--- config.mk ---
export PLATFORM = sky130hd
export DESIGN_NAME = axi_burst_addr_gen_flat
export DESIGN_NICKNAME = d
export VERILOG_FILES = /design/src/rtl/axi_burst_addr_gen_pkg.sv /design/src/rtl/axi_burst_addr_gen_if.sv /design/src/rtl/axi_burst_addr_gen_beat_next.sv /design/src/rtl/axi_burst_addr_gen.sv /design/src/flat_wrapper.sv
export SDC_FILE = /design/constraint.sdc
export NUM_CORES = 1
export LEC_CHECK = 0
export ABC_AREA = 1
export ABC_CLOCK_PERIOD_IN_PS = 8800
export CORE_MARGIN = 10
export CORE_UTILIZATION = 45
export DETAILED_ROUTE_END_ITERATION = 10
export MAX_ROUTING_LAYER = met4
export PLACE_DENSITY = 0.61
export SETUP_SLACK_MARGIN = 0.15
export SLEW_MARGIN = 20
export SYNTH_ARGS = -nofsm -noshare
export SYNTH_HDL_FRONTEND = slang
export SYNTH_SLANG_ARGS = --single-unit
--- constraint.sdc ---
create_clock -name aclk -period 8.8 [get_ports aclk]
set_clock_uncertainty 0.15 [all_clocks]
set_input_delay 1.76 -clock aclk [delete_from_list [all_inputs] [get_ports aclk]]
set_output_delay 1.76 -clock aclk [all_outputs]
set_load 0.05 [all_outputs]
--- src/rtl/axi_burst_addr_gen_pkg.sv ---
// Shared types and address/strobe arithmetic for the AXI burst address generator.
// The functions work on wide vectors; callers truncate to their own widths.
package axi_burst_pkg;

  typedef enum logic [1:0] {
    BURST_FIXED = 2'd0,
    BURST_INCR  = 2'd1,
    BURST_WRAP  = 2'd2,
    BURST_RSVD  = 2'd3
  } burst_e;

  typedef enum logic [1:0] {
    ST_IDLE  = 2'd0,
    ST_BURST = 2'd1
  } gen_state_e;

  localparam int unsigned BOUNDARY_BITS = 32'd12;
  localparam int unsigned MAX_ADDR_W    = 32'd64;
  localparam int unsigned MAX_STRB_W    = 32'd128;

  typedef logic [MAX_ADDR_W-1:0] addr_t;
  typedef logic [MAX_STRB_W-1:0] strb_t;

  function automatic addr_t next_beat_addr(input addr_t      addr,
                                           input logic [2:0] size,
                                           input logic [7:0] len,
                                           input burst_e     burst,
                                           input logic       align);
    addr_t n_bytes;
    addr_t wrap_mask;
    addr_t nxt;
    n_bytes   = 64'd1 << size;
    wrap_mask = ((64'(len) + 64'd1) << size) - 64'd1;
    nxt       = addr;
    case (burst)
      BURST_INCR: begin
        if (align) begin
          nxt = (addr & ~(n_bytes - 64'd1)) + n_bytes;
        end else begin
          nxt = addr + n_bytes;
        end
      end
      BURST_WRAP: nxt = (addr & ~wrap_mask) | ((addr + n_bytes) & wrap_mask);
      default:    nxt = addr;
    endcase
    return nxt;
  endfunction

  // Only the low address byte matters: lanes never exceed 128 bytes.
  function automatic strb_t beat_strobe(input logic [7:0]  addr_lo,
                                        input logic [2:0]  size,
                                        input int unsigned data_size);
    strb_t       strb;
    int unsigned n_bytes;
    int unsigned lane_mask;
    int unsigned lo;
    int unsigned hi;
    n_bytes   = 32'd1 << size;
    lane_mask = (32'd1 << data_size) - 32'd1;
    lo        = {24'd0, addr_lo} & lane_mask;
    hi        = ({24'd0, addr_lo} & ~(n_bytes - 32'd1) & lane_mask) + n_bytes;
    for (int unsigned i = 32'd0; i < MAX_STRB_W; i++) begin
      strb[i] = (i >= lo) && (i < hi);
    end
    return strb;
  endfunction

endpackage

--- src/rtl/axi_burst_addr_gen_if.sv ---
// Command and beat-descriptor bundle between an AXI slave front end and the generator.
interface axi_burst_addr_gen_if #(
  parameter int unsigned ADDR_WIDTH = 32,
  parameter int unsigned DATA_WIDTH = 64,
  parameter int unsigned LEN_WIDTH  = 8
);
  logic                    cmd_valid;
  logic                    cmd_ready;
  logic [ADDR_WIDTH-1:0]   cmd_addr;
  logic [LEN_WIDTH-1:0]    cmd_len;
  logic [2:0]              cmd_size;
  logic [1:0]              cmd_burst;
  logic                    beat_valid;
  logic                    beat_ready;
  logic [ADDR_WIDTH-1:0]   beat_addr;
  logic [DATA_WIDTH/8-1:0] beat_strb;
  logic [LEN_WIDTH-1:0]    beat_idx;
  logic                    beat_last;
  logic                    beat_err;

  modport master (
    output cmd_valid, cmd_addr, cmd_len, cmd_size, cmd_burst, beat_ready,
    input  cmd_ready, beat_valid, beat_addr, beat_strb, beat_idx, beat_last, beat_err
  );

  modport slave (
    input  cmd_valid, cmd_addr, cmd_len, cmd_size, cmd_burst, beat_ready,
    output cmd_ready, beat_valid, beat_addr, beat_strb, beat_idx, beat_last, beat_err
  );
endinterface

--- src/rtl/axi_burst_addr_gen_beat_next.sv ---
// Combinational next-beat address and lane strobes, plus the strobe of an incoming first beat.
module axi_beat_next
  import axi_burst_pkg::*;
#(
  parameter int unsigned ADDR_WIDTH = 32,
  parameter int unsigned DATA_WIDTH = 64,
  parameter int unsigned LEN_WIDTH  = 8,
  parameter int unsigned ALIGN_ADDR = 1
) (
  input  logic [ADDR_WIDTH-1:0]   i_cur_addr,
  input  logic [2:0]              i_size,
  input  logic [LEN_WIDTH-1:0]    i_len,
  input  burst_e                  i_burst,
  input  logic [ADDR_WIDTH-1:0]   i_first_addr,
  input  logic [2:0]              i_first_size,
  output logic [ADDR_WIDTH-1:0]   o_next_addr,
  output logic [DATA_WIDTH/8-1:0] o_next_strb,
  output logic [DATA_WIDTH/8-1:0] o_first_strb
);
  localparam int unsigned STRB_W    = DATA_WIDTH / 32'd8;
  localparam int unsigned DATA_SIZE = $clog2(STRB_W);
  localparam logic        ALIGN_EN  = (ALIGN_ADDR != 32'd0);

  addr_t w_next_full;
  strb_t w_next_strb_full;
  strb_t w_first_strb_full;
  logic  w_unused;

  assign w_next_full       = next_beat_addr(addr_t'(i_cur_addr), i_size, 8'(i_len), i_burst, ALIGN_EN);
  assign o_next_addr       = w_next_full[ADDR_WIDTH-1:0];
  assign w_next_strb_full  = beat_strobe(o_next_addr[7:0], i_size, DATA_SIZE);
  assign w_first_strb_full = beat_strobe(i_first_addr[7:0], i_first_size, DATA_SIZE);
  assign o_next_strb       = w_next_strb_full[STRB_W-1:0];
  assign o_first_strb      = w_first_strb_full[STRB_W-1:0];

  // The wide helper results are only partly consumed at narrow parameterisations.
  assign w_unused = ^{w_next_full, w_next_strb_full, w_first_strb_full};
endmodule

--- src/rtl/axi_burst_addr_gen.sv ---
// AXI burst address generator: accepts one AW/AR command and emits one registered
// descriptor per data beat (address, strobe, index, last, error).
module axi_burst_addr_gen
  import axi_burst_pkg::*;
#(
  parameter int unsigned ADDR_WIDTH = 32,
  parameter int unsigned DATA_WIDTH = 64,
  parameter int unsigned LEN_WIDTH  = 8,
  parameter int unsigned ALIGN_ADDR = 1
) (
  input logic                 aclk,
  input logic                 aresetn,
  axi_burst_addr_gen_if.slave bus
);
  localparam int unsigned           STRB_W    = DATA_WIDTH / 32'd8;
  localparam int unsigned           DATA_SIZE = $clog2(STRB_W);
  localparam logic [ADDR_WIDTH-1:0] A_ZERO    = {ADDR_WIDTH{1'b0}};
  localparam logic [ADDR_WIDTH-1:0] A_ONE     = {{(ADDR_WIDTH-1){1'b0}}, 1'b1};
  localparam logic [LEN_WIDTH-1:0]  L_ZERO    = {LEN_WIDTH{1'b0}};
  localparam logic [LEN_WIDTH-1:0]  L_ONE     = {{(LEN_WIDTH-1){1'b0}}, 1'b1};
  localparam logic [STRB_W-1:0]     S_ZERO    = {STRB_W{1'b0}};

  gen_state_e            r_state;
  gen_state_e            w_state_nxt;
  logic                  r_ready_en;
  burst_e                r_burst;
  logic [2:0]            r_size;
  logic [LEN_WIDTH-1:0]  r_len;
  logic                  r_err;
  logic                  r_beat_valid;
  logic [ADDR_WIDTH-1:0] r_beat_addr;
  logic [STRB_W-1:0]     r_beat_strb;
  logic [LEN_WIDTH-1:0]  r_beat_idx;
  logic                  r_beat_last;

  logic                  w_beat_hs;
  logic                  w_last_hs;
  logic                  w_cmd_ready;
  logic                  w_cmd_hs;
  burst_e                w_cmd_burst;
  logic [7:0]            w_len8;
  logic [ADDR_WIDTH-1:0] w_nbytes;
  logic [ADDR_WIDTH-1:0] w_total;
  logic [ADDR_WIDTH-1:0] w_start;
  logic [ADDR_WIDTH-1:0] w_last_byte;
  logic                  w_err;
  logic [ADDR_WIDTH-1:0] w_next_addr;
  logic [STRB_W-1:0]     w_next_strb;
  logic [STRB_W-1:0]     w_first_strb;

  assign w_beat_hs   = r_beat_valid && bus.beat_ready;
  assign w_last_hs   = w_beat_hs && r_beat_last;
  assign w_cmd_ready = r_ready_en && ((r_state == ST_IDLE) || w_last_hs);
  assign w_cmd_hs    = bus.cmd_valid && w_cmd_ready;

  axi_beat_next #(
    .ADDR_WIDTH (ADDR_WIDTH),
    .DATA_WIDTH (DATA_WIDTH),
    .LEN_WIDTH  (LEN_WIDTH),
    .ALIGN_ADDR (ALIGN_ADDR)
  ) u_beat_next (
    .i_cur_addr   (r_beat_addr),
    .i_size       (r_size),
    .i_len        (r_len),
    .i_burst      (r_burst),
    .i_first_addr (bus.cmd_addr),
    .i_first_size (bus.cmd_size),
    .o_next_addr  (w_next_addr),
    .o_next_strb  (w_next_strb),
    .o_first_strb (w_first_strb)
  );

  // Legality of the offered command; the INCR check uses the last byte of the final beat.
  always_comb begin
    w_cmd_burst = burst_e'(bus.cmd_burst);
    w_len8      = 8'(bus.cmd_len);
    w_nbytes    = A_ONE << bus.cmd_size;
    w_total     = (ADDR_WIDTH'(bus.cmd_len) + A_ONE) << bus.cmd_size;
    if (ALIGN_ADDR != 32'd0) begin
      w_start = bus.cmd_addr & ~(w_nbytes - A_ONE);
    end else begin
      w_start = bus.cmd_addr;
    end
    w_last_byte = w_start + w_total - A_ONE;
    w_err = (w_cmd_burst == BURST_RSVD)
         || (32'(bus.cmd_size) > DATA_SIZE)
         || ((w_cmd_burst == BURST_WRAP)
             && (!(w_len8 inside {8'd1, 8'd3, 8'd7, 8'd15})
                 || ((bus.cmd_addr & (w_nbytes - A_ONE)) != A_ZERO)))
         || ((w_cmd_burst == BURST_INCR)
             && (w_last_byte[ADDR_WIDTH-1:BOUNDARY_BITS] != bus.cmd_addr[ADDR_WIDTH-1:BOUNDARY_BITS]));
  end

  // Next-state logic: a last beat coinciding with a new command chains straight into it.
  always_comb begin
    w_state_nxt = r_state;
    case (r_state)
      ST_IDLE: begin
        if (w_cmd_hs) begin
          w_state_nxt = ST_BURST;
        end else begin
          w_state_nxt = ST_IDLE;
        end
      end
      ST_BURST: begin
        if (w_last_hs && !w_cmd_hs) begin
          w_state_nxt = ST_IDLE;
        end else begin
          w_state_nxt = ST_BURST;
        end
      end
      default: w_state_nxt = ST_IDLE;
    endcase
  end

  // State register.
  always_ff @(posedge aclk or negedge aresetn) begin
    if (!aresetn) begin
      r_state <= ST_IDLE;
    end else begin
      r_state <= w_state_nxt;
    end
  end

  // Command capture and beat descriptor registers; errored bursts replay the start address.
  always_ff @(posedge aclk or negedge aresetn) begin
    if (!aresetn) begin
      r_ready_en   <= 1'b0;
      r_burst      <= BURST_FIXED;
      r_size       <= 3'd0;
      r_len        <= L_ZERO;
      r_err        <= 1'b0;
      r_beat_valid <= 1'b0;
      r_beat_addr  <= A_ZERO;
      r_beat_strb  <= S_ZERO;
      r_beat_idx   <= L_ZERO;
      r_beat_last  <= 1'b0;
    end else begin
      r_ready_en <= 1'b1;
      if (w_cmd_hs) begin
        r_burst      <= w_err ? BURST_FIXED : w_cmd_burst;
        r_size       <= bus.cmd_size;
        r_len        <= bus.cmd_len;
        r_err        <= w_err;
        r_beat_valid <= 1'b1;
        r_beat_addr  <= bus.cmd_addr;
        r_beat_strb  <= w_err ? S_ZERO : w_first_strb;
        r_beat_idx   <= L_ZERO;
        r_beat_last  <= (bus.cmd_len == L_ZERO);
      end else if (w_beat_hs) begin
        if (r_beat_last) begin
          r_beat_valid <= 1'b0;
        end else begin
          r_beat_addr <= w_next_addr;
          r_beat_strb <= r_err ? S_ZERO : w_next_strb;
          r_beat_idx  <= r_beat_idx + L_ONE;
          r_beat_last <= ((r_beat_idx + L_ONE) == r_len);
        end
      end
    end
  end

  assign bus.cmd_ready  = w_cmd_ready;
  assign bus.beat_valid = r_beat_valid;
  assign bus.beat_addr  = r_beat_addr;
  assign bus.beat_strb  = r_beat_strb;
  assign bus.beat_idx   = r_beat_idx;
  assign bus.beat_last  = r_beat_last;
  assign bus.beat_err   = r_err && r_beat_valid;
endmodule
--- src/flat_wrapper.sv ---
// flat-port wrapper written by rule: the top's interface ports become plain ports
module axi_burst_addr_gen_flat import axi_burst_pkg::*;
#(
  parameter int unsigned ADDR_WIDTH = 32,
  parameter int unsigned DATA_WIDTH = 64,
  parameter int unsigned LEN_WIDTH  = 8,
  parameter int unsigned ALIGN_ADDR = 1
)
  (aclk, aresetn, bus_cmd_valid, bus_cmd_addr, bus_cmd_len, bus_cmd_size, bus_cmd_burst, bus_beat_ready, bus_cmd_ready, bus_beat_valid, bus_beat_addr, bus_beat_strb, bus_beat_idx, bus_beat_last, bus_beat_err);
  axi_burst_addr_gen_if #(.ADDR_WIDTH(ADDR_WIDTH), .DATA_WIDTH(DATA_WIDTH), .LEN_WIDTH(LEN_WIDTH)) bus_i ();
  input logic aclk;
  input logic aresetn;
  input wire logic [$bits(bus_i.cmd_valid)-1:0] bus_cmd_valid;
  input wire logic [$bits(bus_i.cmd_addr)-1:0] bus_cmd_addr;
  input wire logic [$bits(bus_i.cmd_len)-1:0] bus_cmd_len;
  input wire logic [$bits(bus_i.cmd_size)-1:0] bus_cmd_size;
  input wire logic [$bits(bus_i.cmd_burst)-1:0] bus_cmd_burst;
  input wire logic [$bits(bus_i.beat_ready)-1:0] bus_beat_ready;
  output wire logic [$bits(bus_i.cmd_ready)-1:0] bus_cmd_ready;
  output wire logic [$bits(bus_i.beat_valid)-1:0] bus_beat_valid;
  output wire logic [$bits(bus_i.beat_addr)-1:0] bus_beat_addr;
  output wire logic [$bits(bus_i.beat_strb)-1:0] bus_beat_strb;
  output wire logic [$bits(bus_i.beat_idx)-1:0] bus_beat_idx;
  output wire logic [$bits(bus_i.beat_last)-1:0] bus_beat_last;
  output wire logic [$bits(bus_i.beat_err)-1:0] bus_beat_err;
  assign bus_i.cmd_valid = bus_cmd_valid;
  assign bus_i.cmd_addr = bus_cmd_addr;
  assign bus_i.cmd_len = bus_cmd_len;
  assign bus_i.cmd_size = bus_cmd_size;
  assign bus_i.cmd_burst = bus_cmd_burst;
  assign bus_i.beat_ready = bus_beat_ready;
  assign bus_cmd_ready = bus_i.cmd_ready;
  assign bus_beat_valid = bus_i.beat_valid;
  assign bus_beat_addr = bus_i.beat_addr;
  assign bus_beat_strb = bus_i.beat_strb;
  assign bus_beat_idx = bus_i.beat_idx;
  assign bus_beat_last = bus_i.beat_last;
  assign bus_beat_err = bus_i.beat_err;
  axi_burst_addr_gen #(.ADDR_WIDTH(ADDR_WIDTH), .DATA_WIDTH(DATA_WIDTH), .LEN_WIDTH(LEN_WIDTH), .ALIGN_ADDR(ALIGN_ADDR)) u_core (.aclk(aclk), .aresetn(aresetn), .bus(bus_i));
endmodule
==> out/metrics.yaml <==
clock_path_buffers: 2
drt_iter0_drc: 1111
switching_share_pct: 59.8
fillers: 2665
path_class: "input pin to register"
synth_top_area_share_pct: 16.6
grt_pass1_vias: 12000
antenna_found_initial: 0
period_minus_slack_ps: 6810
numCtsBuffers: 9
route.detailed.drc: 0
synthCells: 1923
route.vias.total: 12600
grtUsageMet1_pct: 34.9
reg2reg_depth: 18
h-tree-depth: 3
finalPower_mw: 4.13
die_h_um: 177
clkTransAtPathRegs_ps: 60
seq_power_share_pct: 17.0
totalWireLength_mm: 39.8
start_util_pct: 45.9
hpwl_mm: 32.6
setup_viol: 0
setup_ws_ps: 1990
hold_path.class: "register to register"
met2_usage_pct: 41.7
fmax_mhz: 147
post_drt_wl_per_cell_um: 17.2
drtPass1Iterations: 6
cts.sinks: 66
critPathArrivalTime_ps: 6940
drive_gt1_share_pct: 7.34
synthFlopType: "dfrtp_1"
num_rows: 57
drtAntennaViolNets: 0
postSynthRegisterBits: 66
yosysTopAreaCell: "nand2_1"
dp_slack_ps: 1690
hold_depth: 2
grt_pass1_wl_mm: 64.3
yosysWarnings: 0
root_buffer: "clkbuf_16"
cts_resized: 0
powerDensity_nw_per_um2: 325
grt_max_degree: 67
pin_count: 101
ff_latch_area_sq_um: 1650
area_growth_pct: 13.7
crit_path_start_kind: "input pin"
placed_cells: 2299
intPower_mw: 1.66
yosysUniqueCellTypes: 60
clkLatencyLatePin_ps: 350
finish.instance_area_sq_um: 12700
p_leak_nw: 6.34
fin_hold_ws_ps: 330
worstPathRequired_ps: 8920
grt_usage_pct: 26.0
syn_nets: 2043
syn_area_per_cell_sq_um: 5.80
yosys-top-cells-area: "nand2_1, dfrtp_1, inv_1, ha_1, nand3_1"
core_sq_um: 24300
grtUsageMet3_pct: 2.34
status: "completed"
tightest_slew_ps: 1090
top_usage_layer: "met2"
slew_violations: 0
grt_setup_unrepaired: "false"
cts_tree: "yes"
crit_path_max_fanout: 22
max_cap_viol_count: 0
netlist_area_sq_um: 11200
netSwitchingPower_mw: 2.47
gr-total-overflow: 0
cts_hold_buf: 0
die_area_sq_um: 31500
dpl_cell_area_sq_um: 12300
slew_headroom_pct: 27.1
clkPwrFrac_pct: 10.5
tns_ps: 0
cts_setup_buffers: 0
crit_path_end_kind: "register"
final_util_pct: 52.1
synth_edf_count: 0
min_period_over_period_pct: 77.4
via_per_inst: 5.44
ys_seq_area_share_pct: 14.8
comb_power_share_pct: 72.5
place.gp.congestion: 0.943
multiInputGateArea_sq_um: 8050
synth-async-reset-ratio_pct: 100
fp.dieW_um: 177
io_buffers: 100
fin_nets: 2106
ir_drop_v: 0.000182
finalNonFillerCells: 2315
hold_violations: 0
==> cell families (layout without fill, tap and decap cells) <==
| family | Yosys count | in the layout | synth area share (%) |
|---|---|---|---|
| flops | 66 | 66 | 14.8 |
| fa+ha+maj | 71 | 71 | 8.10 |
| other cells | 1 | 2 | 0.0336 |
| mux | 4 | 4 | 0.359 |
| compound gates | 296 | 296 | 15.2 |
| simple gates | 1040 | 1040 | 42.4 |
| xor+xnor | 77 | 77 | 6.05 |
| buf+inv | 368 | 435 | 13.1 |
==> final timing paths <==
check                                        from                        to  slack (ps)
worst max-delay path              bus_cmd_size[2]   u_core.bus.beat_strb[1]        1990
worst min-delay path            u_core.r_state[0]         u_core.r_state[0]         330
worst max register to register   u_core.r_size[0]  u_core.bus.beat_addr[15]        4390
worst min register to register  u_core.r_state[0]         u_core.r_state[0]         330
max in group asynchronous                 aresetn  u_core.bus.beat_addr[24]        6420
min in group asynchronous                 aresetn   u_core.bus.beat_strb[4]        1470
==> synthesized netlist by cell type (10+ instances only) <==
library cell / instances
buf_2: 12
clkbuf_1: 30
xor2_1: 59
nand3_1: 162
nand3b_1: 10
nor3_1: 23
a21oi_1: 89
o21ai_1: 21
nor4_1: 11
inv_2: 12
nand2_2: 28
nor2_1: 213
nor2_4: 11
a31oi_1: 11
nand4_1: 32
o21ai_0: 117
nand3_2: 21
dfrtp_1: 66
xnor2_1: 18
inv_1: 296
ha_1: 69
nor2_2: 16
nand2_1: 493
==> final cells by class <==
class                   count  area share, %
inverters                 314           9.35
clock inverters             5          0.809
diodes                      1         0.0197
repair buffers            106           8.21
well taps                 324           3.20
multi-input cells        1489           63.5
clock buffers              10           1.88
flip-flops and latches     66           13.0
==> critical path: stages <==
cell and delay, ps:
clkdlybuf4s50_1 950, inv_1 390, nand2_4 210, nor2_1 70, inv_1 110, ha_1 200, inv_1 100, nor2_4 300
inv_1 170, nand2_1 100, ha_1 140, inv_1 40, ha_1 340, a21o_1 230, a21boi_0 380, o21ai_0 220
a21oi_1 220, nand3b_1 100, nand2_1 70, nand2_1 50, nor2_1 110, nand4_1 200, nand2_2 220, nand3_1 120
o21ai_1 140
==> power groups by stage <==
| stage | registers [mW] | clock network [mW] | logic (mW) |
|---|---|---|---|
| 2_1_floorplan | 0.935 | 0 | 1.93 |
| 3_3_place_gp | 0.699 | 0 | 2.95 |
| 3_5_place_dp | 0.698 | 0 | 2.96 |
| 4_1_cts | 0.694 | 0.437 | 2.98 |
| 5_1_grt | 0.724 | 0.448 | 3.33 |
| 6_report | 0.701 | 0.432 | 2.99 |
==> registers in the layout (all words and copies together), names as in the netlist <==
name and flops:
u_core.bus.beat_valid 1, u_core.bus.beat_addr 32, u_core.r_burst 2, u_core.r_err 1, u_core.bus.beat_last 1, u_core.r_state 1, u_core.r_size 3, u_core.bus.beat_strb 8
u_core.bus.beat_idx 8, u_core.r_len 8, u_core.r_ready_en 1
==> metal layers <==
metal,vias to the layer above,wire [um]
li1,6308,-
met1,5848,18800
met4,0,706
met3,53,2080
met5,-,0
met2,383,18300
==> cells in the final DEF, fill, tap and decap left out, drive strengths merged, types with 4 or more instances in the layout <==
master           n
dfrtp           66
nand4           32
or2              5
o21bai           6
a21boi           5
o211ai           7
a21o             8
clkbuf          10
buf              7
nand3b          10
o22ai            8
ha              69
nor2           242
xor2            59
clkdlybuf4s50   99
nand3          183
nor3            24
nor4            11
clkinv           7
a21oi           95
inv            308
a31oi           11
xnor2           18
nand2          529
o21ai          143
mux2i            4
Note: power is estimated with default switching activity, not from simulation.
